<file path="src/rtl/pipe_pkg.sv">
// Shared ID/EXE types: decode bundle layout, command/branch encodings and skid-buffer states.
package pipe_pkg;

  localparam int unsigned DATA_W = 32;
  localparam int unsigned REG_W  = 5;
  localparam int unsigned CMD_W  = 4;
  localparam int unsigned BR_W   = 2;
  localparam int unsigned STAT_W = 16;

  typedef enum logic [BR_W-1:0] {
    BR_NONE = 2'd0,
    BR_BEZ  = 2'd1,
    BR_BNE  = 2'd2,
    BR_JMP  = 2'd3
  } br_type_e;

  typedef enum logic [CMD_W-1:0] {
    EXE_NOP = 4'd0,
    EXE_MOV = 4'd1,
    EXE_MVN = 4'd9,
    EXE_ADD = 4'd2,
    EXE_ADC = 4'd3,
    EXE_SUB = 4'd4,
    EXE_SBC = 4'd5,
    EXE_AND = 4'd6,
    EXE_ORR = 4'd7,
    EXE_EOR = 4'd8
  } exe_cmd_e;

  typedef enum logic [1:0] {
    EMPTY = 2'd0,
    ONE   = 2'd1,
    TWO   = 2'd2
  } skid_state_e;

  typedef struct packed {
    logic [DATA_W-1:0] val1;
    logic [DATA_W-1:0] val2;
    logic [DATA_W-1:0] reg2;
    logic [REG_W-1:0]  dest;
    logic [BR_W-1:0]   br_type;
    logic [CMD_W-1:0]  exe_cmd;
    logic              mem_r_en;
    logic              mem_w_en;
    logic              wb_en;
  } id_exe_bundle_t;

  localparam int unsigned BUNDLE_W = $bits(id_exe_bundle_t);

endpackage

</file>
<file path="src/rtl/id_exe_pipe_reg_if.sv">
// Decode-to-EXE handshake bundle; slave is the pipe register, master is the surrounding pipeline.
interface id_exe_pipe_reg_if;
  import pipe_pkg::*;

  logic              in_valid;
  logic              in_ready;
  logic [DATA_W-1:0] in_val1;
  logic [DATA_W-1:0] in_val2;
  logic [DATA_W-1:0] in_reg2;
  logic [REG_W-1:0]  in_dest;
  logic [BR_W-1:0]   in_br_type;
  logic [CMD_W-1:0]  in_exe_cmd;
  logic              in_mem_r_en;
  logic              in_mem_w_en;
  logic              in_wb_en;

  logic              out_valid;
  logic              out_ready;
  logic [DATA_W-1:0] out_val1;
  logic [DATA_W-1:0] out_val2;
  logic [DATA_W-1:0] out_reg2;
  logic [REG_W-1:0]  out_dest;
  logic [BR_W-1:0]   out_br_type;
  logic [CMD_W-1:0]  out_exe_cmd;
  logic              out_mem_r_en;
  logic              out_mem_w_en;
  logic              out_wb_en;

  modport slave (
    input  in_valid, in_val1, in_val2, in_reg2, in_dest, in_br_type, in_exe_cmd,
           in_mem_r_en, in_mem_w_en, in_wb_en, out_ready,
    output in_ready, out_valid, out_val1, out_val2, out_reg2, out_dest, out_br_type,
           out_exe_cmd, out_mem_r_en, out_mem_w_en, out_wb_en
  );

  modport master (
    output in_valid, in_val1, in_val2, in_reg2, in_dest, in_br_type, in_exe_cmd,
           in_mem_r_en, in_mem_w_en, in_wb_en, out_ready,
    input  in_ready, out_valid, out_val1, out_val2, out_reg2, out_dest, out_br_type,
           out_exe_cmd, out_mem_r_en, out_mem_w_en, out_wb_en
  );

endinterface

</file>
<file path="src/rtl/id_exe_pipe_reg_skid.sv">
// Two-entry skid buffer (head + skid) with registered ready and synchronous flush.
module skid_buffer2
  import pipe_pkg::*;
#(
  parameter int unsigned W = 8
) (
  input  logic         clk,
  input  logic         rst,
  input  logic         flush,
  input  logic         in_valid,
  output logic         in_ready,
  input  logic [W-1:0] in_data,
  output logic         out_valid,
  input  logic         out_ready,
  output logic [W-1:0] out_data
);

  skid_state_e  state_q, state_d;
  logic [W-1:0] head_q, skid_q;
  logic         head_ld, skid_ld, head_from_skid;
  logic         push, pop;

  // Handshake flags decode the state register only, so ready never sees out_ready.
  assign in_ready  = (state_q != TWO);
  assign out_valid = (state_q != EMPTY);
  assign out_data  = head_q;
  assign push      = in_valid & in_ready;
  assign pop       = out_valid & out_ready;

  always_ff @(posedge clk or negedge rst) begin
    if (!rst) state_q <= EMPTY;
    else      state_q <= state_d;
  end

  always_comb begin
    state_d        = state_q;
    head_ld        = 1'b0;
    skid_ld        = 1'b0;
    head_from_skid = 1'b0;
    if (flush) begin
      state_d = EMPTY;
    end else begin
      case (state_q)
        EMPTY: begin
          if (push) begin
            state_d = ONE;
            head_ld = 1'b1;
          end
        end
        ONE: begin
          if (push && pop) begin
            head_ld = 1'b1;
          end else if (push) begin
            state_d = TWO;
            skid_ld = 1'b1;
          end else if (pop) begin
            state_d = EMPTY;
          end
        end
        TWO: begin
          if (pop) begin
            state_d        = ONE;
            head_from_skid = 1'b1;
          end
        end
        default: state_d = EMPTY;
      endcase
    end
  end

  // Payload flops; stale data after flush is harmless because validity lives in state.
  always_ff @(posedge clk or negedge rst) begin
    if (!rst) begin
      head_q <= '0;
      skid_q <= '0;
    end else begin
      if (head_ld)             head_q <= in_data;
      else if (head_from_skid) head_q <= skid_q;
      if (skid_ld)             skid_q <= in_data;
    end
  end

endmodule

</file>
<file path="src/rtl/id_exe_pipe_reg.sv">
// ID/EXE pipeline register: packs the decode bundle into a 2-entry skid buffer and emits bubbles when empty.
// Optional stall/flush counters are built when PIPE_STATS_EN is defined.
module id_exe_pipe_reg
  import pipe_pkg::*;
(
  input  logic              clk,
  input  logic              rst,
  input  logic              flush,
  id_exe_pipe_reg_if.slave  bus
`ifdef PIPE_STATS_EN
  ,
  output logic [STAT_W-1:0] stat_stall_cnt,
  output logic [STAT_W-1:0] stat_flush_cnt
`endif
);

  id_exe_bundle_t in_bundle, head;
  logic [BUNDLE_W-1:0] head_data;

  always_comb begin
    in_bundle          = '0;
    in_bundle.val1     = bus.in_val1;
    in_bundle.val2     = bus.in_val2;
    in_bundle.reg2     = bus.in_reg2;
    in_bundle.dest     = bus.in_dest;
    in_bundle.br_type  = bus.in_br_type;
    in_bundle.exe_cmd  = bus.in_exe_cmd;
    in_bundle.mem_r_en = bus.in_mem_r_en;
    in_bundle.mem_w_en = bus.in_mem_w_en;
    in_bundle.wb_en    = bus.in_wb_en;
  end

  skid_buffer2 #(.W(BUNDLE_W)) u_skid (
    .clk       (clk),
    .rst       (rst),
    .flush     (flush),
    .in_valid  (bus.in_valid),
    .in_ready  (bus.in_ready),
    .in_data   (in_bundle),
    .out_valid (bus.out_valid),
    .out_ready (bus.out_ready),
    .out_data  (head_data)
  );

  assign head = id_exe_bundle_t'(head_data);

  // Side-effect controls are masked so an empty slot reaches EXE as a bubble.
  assign bus.out_val1     = head.val1;
  assign bus.out_val2     = head.val2;
  assign bus.out_reg2     = head.reg2;
  assign bus.out_dest     = head.dest;
  assign bus.out_exe_cmd  = head.exe_cmd;
  assign bus.out_br_type  = bus.out_valid ? head.br_type : '0;
  assign bus.out_mem_r_en = bus.out_valid & head.mem_r_en;
  assign bus.out_mem_w_en = bus.out_valid & head.mem_w_en;
  assign bus.out_wb_en    = bus.out_valid & head.wb_en;

`ifdef PIPE_STATS_EN
  logic discard_c;

  // A flush discards something if a bundle stays held after any pop, or a push is squashed.
  assign discard_c = ~bus.in_ready
                   | (bus.out_valid & ~bus.out_ready)
                   | (bus.in_valid & bus.in_ready);

  always_ff @(posedge clk or negedge rst) begin
    if (!rst) begin
      stat_stall_cnt <= '0;
      stat_flush_cnt <= '0;
    end else begin
      if (bus.out_valid && !bus.out_ready && (stat_stall_cnt != '1))
        stat_stall_cnt <= stat_stall_cnt + STAT_W'(1);
      if (flush && discard_c && (stat_flush_cnt != '1))
        stat_flush_cnt <= stat_flush_cnt + STAT_W'(1);
    end
  end
`endif

endmodule

</file>
<file path="src/flat_wrapper.sv">
// flat-port wrapper written by rule: the top's interface ports become plain ports
module id_exe_pipe_reg_flat import pipe_pkg::*;
  (clk, rst, flush, bus_in_valid, bus_in_val1, bus_in_val2, bus_in_reg2, bus_in_dest, bus_in_br_type, bus_in_exe_cmd, bus_in_mem_r_en, bus_in_mem_w_en, bus_in_wb_en, bus_out_ready, bus_in_ready, bus_out_valid, bus_out_val1, bus_out_val2, bus_out_reg2, bus_out_dest, bus_out_br_type, bus_out_exe_cmd, bus_out_mem_r_en, bus_out_mem_w_en, bus_out_wb_en);
  id_exe_pipe_reg_if bus_i ();
  input  logic clk;
  input  logic rst;
  input  logic flush;
  input wire logic [$bits(bus_i.in_valid)-1:0] bus_in_valid;
  input wire logic [$bits(bus_i.in_val1)-1:0] bus_in_val1;
  input wire logic [$bits(bus_i.in_val2)-1:0] bus_in_val2;
  input wire logic [$bits(bus_i.in_reg2)-1:0] bus_in_reg2;
  input wire logic [$bits(bus_i.in_dest)-1:0] bus_in_dest;
  input wire logic [$bits(bus_i.in_br_type)-1:0] bus_in_br_type;
  input wire logic [$bits(bus_i.in_exe_cmd)-1:0] bus_in_exe_cmd;
  input wire logic [$bits(bus_i.in_mem_r_en)-1:0] bus_in_mem_r_en;
  input wire logic [$bits(bus_i.in_mem_w_en)-1:0] bus_in_mem_w_en;
  input wire logic [$bits(bus_i.in_wb_en)-1:0] bus_in_wb_en;
  input wire logic [$bits(bus_i.out_ready)-1:0] bus_out_ready;
  output wire logic [$bits(bus_i.in_ready)-1:0] bus_in_ready;
  output wire logic [$bits(bus_i.out_valid)-1:0] bus_out_valid;
  output wire logic [$bits(bus_i.out_val1)-1:0] bus_out_val1;
  output wire logic [$bits(bus_i.out_val2)-1:0] bus_out_val2;
  output wire logic [$bits(bus_i.out_reg2)-1:0] bus_out_reg2;
  output wire logic [$bits(bus_i.out_dest)-1:0] bus_out_dest;
  output wire logic [$bits(bus_i.out_br_type)-1:0] bus_out_br_type;
  output wire logic [$bits(bus_i.out_exe_cmd)-1:0] bus_out_exe_cmd;
  output wire logic [$bits(bus_i.out_mem_r_en)-1:0] bus_out_mem_r_en;
  output wire logic [$bits(bus_i.out_mem_w_en)-1:0] bus_out_mem_w_en;
  output wire logic [$bits(bus_i.out_wb_en)-1:0] bus_out_wb_en;
  assign bus_i.in_valid = bus_in_valid;
  assign bus_i.in_val1 = bus_in_val1;
  assign bus_i.in_val2 = bus_in_val2;
  assign bus_i.in_reg2 = bus_in_reg2;
  assign bus_i.in_dest = bus_in_dest;
  assign bus_i.in_br_type = bus_in_br_type;
  assign bus_i.in_exe_cmd = bus_in_exe_cmd;
  assign bus_i.in_mem_r_en = bus_in_mem_r_en;
  assign bus_i.in_mem_w_en = bus_in_mem_w_en;
  assign bus_i.in_wb_en = bus_in_wb_en;
  assign bus_i.out_ready = bus_out_ready;
  assign bus_in_ready = bus_i.in_ready;
  assign bus_out_valid = bus_i.out_valid;
  assign bus_out_val1 = bus_i.out_val1;
  assign bus_out_val2 = bus_i.out_val2;
  assign bus_out_reg2 = bus_i.out_reg2;
  assign bus_out_dest = bus_i.out_dest;
  assign bus_out_br_type = bus_i.out_br_type;
  assign bus_out_exe_cmd = bus_i.out_exe_cmd;
  assign bus_out_mem_r_en = bus_i.out_mem_r_en;
  assign bus_out_mem_w_en = bus_i.out_mem_w_en;
  assign bus_out_wb_en = bus_i.out_wb_en;
  id_exe_pipe_reg u_core (.clk(clk), .rst(rst), .flush(flush), .bus(bus_i));
endmodule
</file>
<file path="config.mk">
export PLATFORM = sky130hd
export DESIGN_NAME = id_exe_pipe_reg_flat
export DESIGN_NICKNAME = d
export VERILOG_FILES = /design/src/rtl/pipe_pkg.sv /design/src/rtl/id_exe_pipe_reg_if.sv /design/src/rtl/id_exe_pipe_reg_skid.sv /design/src/rtl/id_exe_pipe_reg.sv /design/src/flat_wrapper.sv
export SDC_FILE = /design/constraint.sdc
export NUM_CORES = 1
export LEC_CHECK = 0
export CORE_ASPECT_RATIO = 1.75
export CORE_MARGIN = 2
export CORE_UTILIZATION = 55
export CTS_BUF_LIST = sky130_fd_sc_hd__clkbuf_8
export CTS_CLUSTER_SIZE = 40
export DETAILED_ROUTE_END_ITERATION = 7
export PLACE_DENSITY = 0.88
export SLEW_MARGIN = 20
export SYNTH_ARGS = -nofsm -noshare
export SYNTH_HDL_FRONTEND = slang
export SYNTH_HIERARCHICAL = 1
export SYNTH_SLANG_ARGS = --single-unit
</file>
<file path="constraint.sdc">
create_clock -name clk -period 3 [get_ports clk]
set_input_delay 0.6 -clock clk [delete_from_list [all_inputs] [get_ports clk]]
set_output_delay 0.6 -clock clk [all_outputs]
set_load 0.05 [all_outputs]
</file>
==> results.rst <==
.. list-table::
   :header-rows: 1

   * - Metric
     - Value
   * - Cell variety after synth
     - 18
   * - Most used standard cell by instance count after synthesis
     - sky130_fd_sc_hd__dfrtp_1
   * - Crit end category
     - output port
   * - Cell accounting for the most synthesized area
     - sky130_fd_sc_hd__dfrtp_1
   * - Launch point of the worst reg-to-reg path
     - u_core/u_skid/state_q[0]
   * - Clk slew on worst S/H paths
     - 0.07 ns
   * - Number of H-tree levels
     - 1
   * - Number of CTS-inserted buffers
     - 31
   * - Gate family responsible for the most delay along the worst path
     - buffers and inverters
   * - Cell count of the worst reg-to-reg path
     - 4
   * - Residual DRC count
     - 0
   * - Filler cell count in the final layout
     - 1031
   * - Unrepaired setup endpoints after global routing
     - no
   * - CTS tree
     - done
   * - Tightest Hold Check Type
     - primary input to async pin
   * - Share of final-layout standard cells stronger than drive strength 1
     - 0.204
   * - Post-synthesis cell area
     - 9080 um2
   * - Count of yosys warnings during synthesis
     - 6
   * - Number of cells in the design after placement
     - about 1.0k
   * - Worst slack on hold paths
     - roughly 0.066 ns
   * - Width of the die
     - 101 um
   * - Area growth from synthesis to final layout
     - 32.9%
   * - Vias
     - 6349
   * - Vias per cell
     - between 6 and 7
   * - CP max stage cell
     - sky130_fd_sc_hd__clkdlybuf4s50_1
   * - Highest fanout seen on the critical path
     - 6
   * - Relative slew slack
     - 0.362
   * - Net count after synthesis
     - about 730
   * - Quantity of gates resized following cts
     - 0
   * - # Post-CTS Setup Buffers
     - 0
   * - Total die area
     - 17600 um2
   * - Vertical die dimension
     - about 170 um
   * - Timing startpoint of the critical path
     - u_core/u_skid/state_q[1]
   * - Starting density of the core
     - 0.557
   * - Status
     - complete, no violations
   * - Avg Synthesized Cell Area
     - ~15 um2
   * - Clock tree sinks
     - 222
   * - Final clock period utilization by the worst path
     - 0.926
   * - Fraction of synthesis flops using an asynchronous set or reset pin
     - 1.00
   * - Power density of the placed cells
     - 768 nW/um2
   * - Global-route congestion overflow total
     - 0
   * - Final-stage net count
     - roughly 960
   * - Cells after Synth
     - 618
   * - Non-filler instance count after layout
     - 1056
   * - Register bit total from synthesis
     - approximately 220
   * - First-pass GRT wire length
     - ~37000 um
   * - Maximum buffer depth of the clock tree
     - 3
   * - Largest net degree at the start of global routing
     - around 110
   * - Leading register cell type out of synthesis
     - sky130_fd_sc_hd__dfrtp_1
   * - Overall routing resource usage
     - 0.263
   * - Total number of placement rows
     - 62
   * - Highest ir drop seen on vdd
     - between 0.5 and 0.6 mV
   * - WP data arrival
     - roughly 2.2 ns
   * - Crit path cell chain
     - or2_2 -> and2_1 -> clkdlybuf4s50_1
   * - Maximum capacitance violations
     - 0
   * - Antenna violations before repair
     - 1
   * - Max Clock Freq
     - about 360 MHz
   * - Top area cells in the synthesized netlist
     - sky130_fd_sc_hd__dfrtp_1, sky130_fd_sc_hd__mux2_2, sky130_fd_sc_hd__a221o_1
   * - Worst clock skew
     - slightly below 0.02 ns
   * - Critical Path Source Type
     - register
   * - Proportion of netlist area held by the largest area contributor
     - 0.612
   * - 1st-iter DRT viols
     - around 360
   * - Proportion of synthesized chip area in sequential cells
     - 0.612
   * - Final Wtd Congestion
     - ~0.83
   * - Worst path depth
     - 3
   * - Crit-path max cell delay
     - approximately 0.7 ns
   * - Count of input and output buffers
     - ~230
   * - Number of global-route vias before repair
     - between 7k and 8k
   * - Wire length per cell after detailed routing
     - around 22 um
   * - Worst path buffer plus inverter count
     - 1
   * - Critical path endpoint
     - bus_out_mem_w_en
   * - Leak Pwr
     - 5.33 nW
   * - Number of synthesized flops with an enable pin
     - 0
   * - Top-level I/O count
     - between 200 and 250
   * - Sum Neg Setup Slack
     - 0 ns
   * - DRT Wirelength
     - 23100 um
   * - Min Tclk post-route
     - roughly 2.8 ns
   * - Core region area
     - around 16000 um2
   * - Max-slew violation total from the final report
     - 0
   * - Final count of negative-setup-slack endpoints
     - 0
   * - Clock Tree Root
     - sky130_fd_sc_hd__clkbuf_8
   * - R2r endpoint
     - u_core/u_skid/out_data[84]
   * - First-pass iteration count of the detailed router
     - 4
   * - Most numerous cell types in the synthesized netlist
     - sky130_fd_sc_hd__dfrtp_1, sky130_fd_sc_hd__and2_1, sky130_fd_sc_hd__a221o_1, sky130_fd_sc_hd__mux2_2, sky130_fd_sc_hd__buf_6
   * - Path type of the worst setup path
     - register to output port
   * - Required @ worst endpoint
     - around 2.4 ns
   * - Clock latency at the later pin of the worst-skew pair
     - 0.55 ns
   * - Slack of the worst reg-to-reg path
     - between 0.8 and 0.9 ns
   * - Final hold viol count
     - 0
   * - Post-route antenna net violation count
     - 0
   * - Hold-fix buffers at CTS
     - 0
   * - Detail Placement HPWL
     - around 15000 um
   * - Slew of the pin with the lowest slew margin
     - roughly 0.96 ns
==> layout by cell type, fill, tap and decap left out, types with 2 or more instances in the layout <==
cell type / instances
sky130_fd_sc_hd__inv_1: 7
sky130_fd_sc_hd__and2_1: 115
sky130_fd_sc_hd__a221o_1: 110
sky130_fd_sc_hd__dfrtp_1: 222
sky130_fd_sc_hd__mux2i_1: 2
sky130_fd_sc_hd__clkdlybuf4s50_1: 225
sky130_fd_sc_hd__mux2_2: 110
sky130_fd_sc_hd__clkbuf_8: 42
sky130_fd_sc_hd__buf_4: 7
sky130_fd_sc_hd__buf_12: 6
sky130_fd_sc_hd__o31ai_1: 2
sky130_fd_sc_hd__clkinv_2: 4
==> how the worst min path moves through the flow <==
| stage | startpoint | to | slack, ns | cells past startpoint |
|---|---|---|---|---|
| after floorplan | rst | u_core/u_skid/out_data[0] | 0.30 | 0 |
| after global placement | u_core/u_skid/skid_q[38] | u_core/u_skid/skid_q[38] | 0.48 | 1 |
| after detailed placement | u_core/u_skid/skid_q[32] | u_core/u_skid/skid_q[32] | 0.48 | 1 |
| after CTS | rst | u_core/u_skid/skid_q[108] | 0.06 | 1 |
| after global routing | rst | u_core/u_skid/out_data[10] | 0.1 | 1 |
| final | rst | u_core/u_skid/out_data[12] | 0.07 | 1 |
==> through the flow <==
| step | worst slack, ns | cell area, um2 | utilization | total power [W] |
|---|---|---|---|---|
| finish | 0.221 | 12100 | 0.741 | 0.00927 |
| global route | 0.143 | 12100 | 0.741 | 0.00966 |
| CTS | 0.196 | 12100 | 0.741 | 0.00934 |
| detailed placement | 0.211 | 11400 | 0.701 | 0.00690 |
| global placement | 0.340 | 11400 | 0.701 | 0.00676 |
| floorplan | 1.14 | 9080 | - | 0.00581 |
==> cells by family after synthesis <==
group	after synthesis	share of synthesized area
flops	222	0.612
simple gates	123	0.0863
compound gates	113	0.124
mux	112	0.139
buf+inv	48	0.0390
==> power by group <==
part           switching (W)  total (W)  leakage, nW  internal (W)
clock                0.00111    0.00241        0.362       0.00130
combinational        0.00154    0.00272         2.23       0.00118
sequential          0.000402    0.00414         2.74       0.00374
==> flip-flops by register name (all words and copies together) (netlist names) <==
| name | count |
|---|---|
| u_core/u_skid/skid_q | 110 |
| u_core/u_skid/state_q | 2 |
| u_core/u_skid/out_data | 110 |
==> metal layers <==
| metal | global-route usage | share of wire | wire, um |
|---|---|---|---|
| met4 | 0.139 | 0.051 | 1180 |
| met1 | 0.310 | 0.36 | 8370 |
| met3 | 0.0398 | 0.055 | 1270 |
| met5 | 0 | 0 | 0 |
| met2 | 0.455 | 0.53 | 12200 |
==> final cells by class <==
cell class                      instances  area (um2)  share of cell area
Antenna cell                            1        2.50            0.000207
Tap cell                              192         240              0.0199
Multi-Input combinational cell        348        3180               0.264
Sequential cell                       222        5560               0.460
Clock inverter                         13        83.8             0.00695
Timing Repair Buffer                  239        2440               0.202
Clock buffer                           41         564              0.0468
Power figures use the tool's default switching activity.
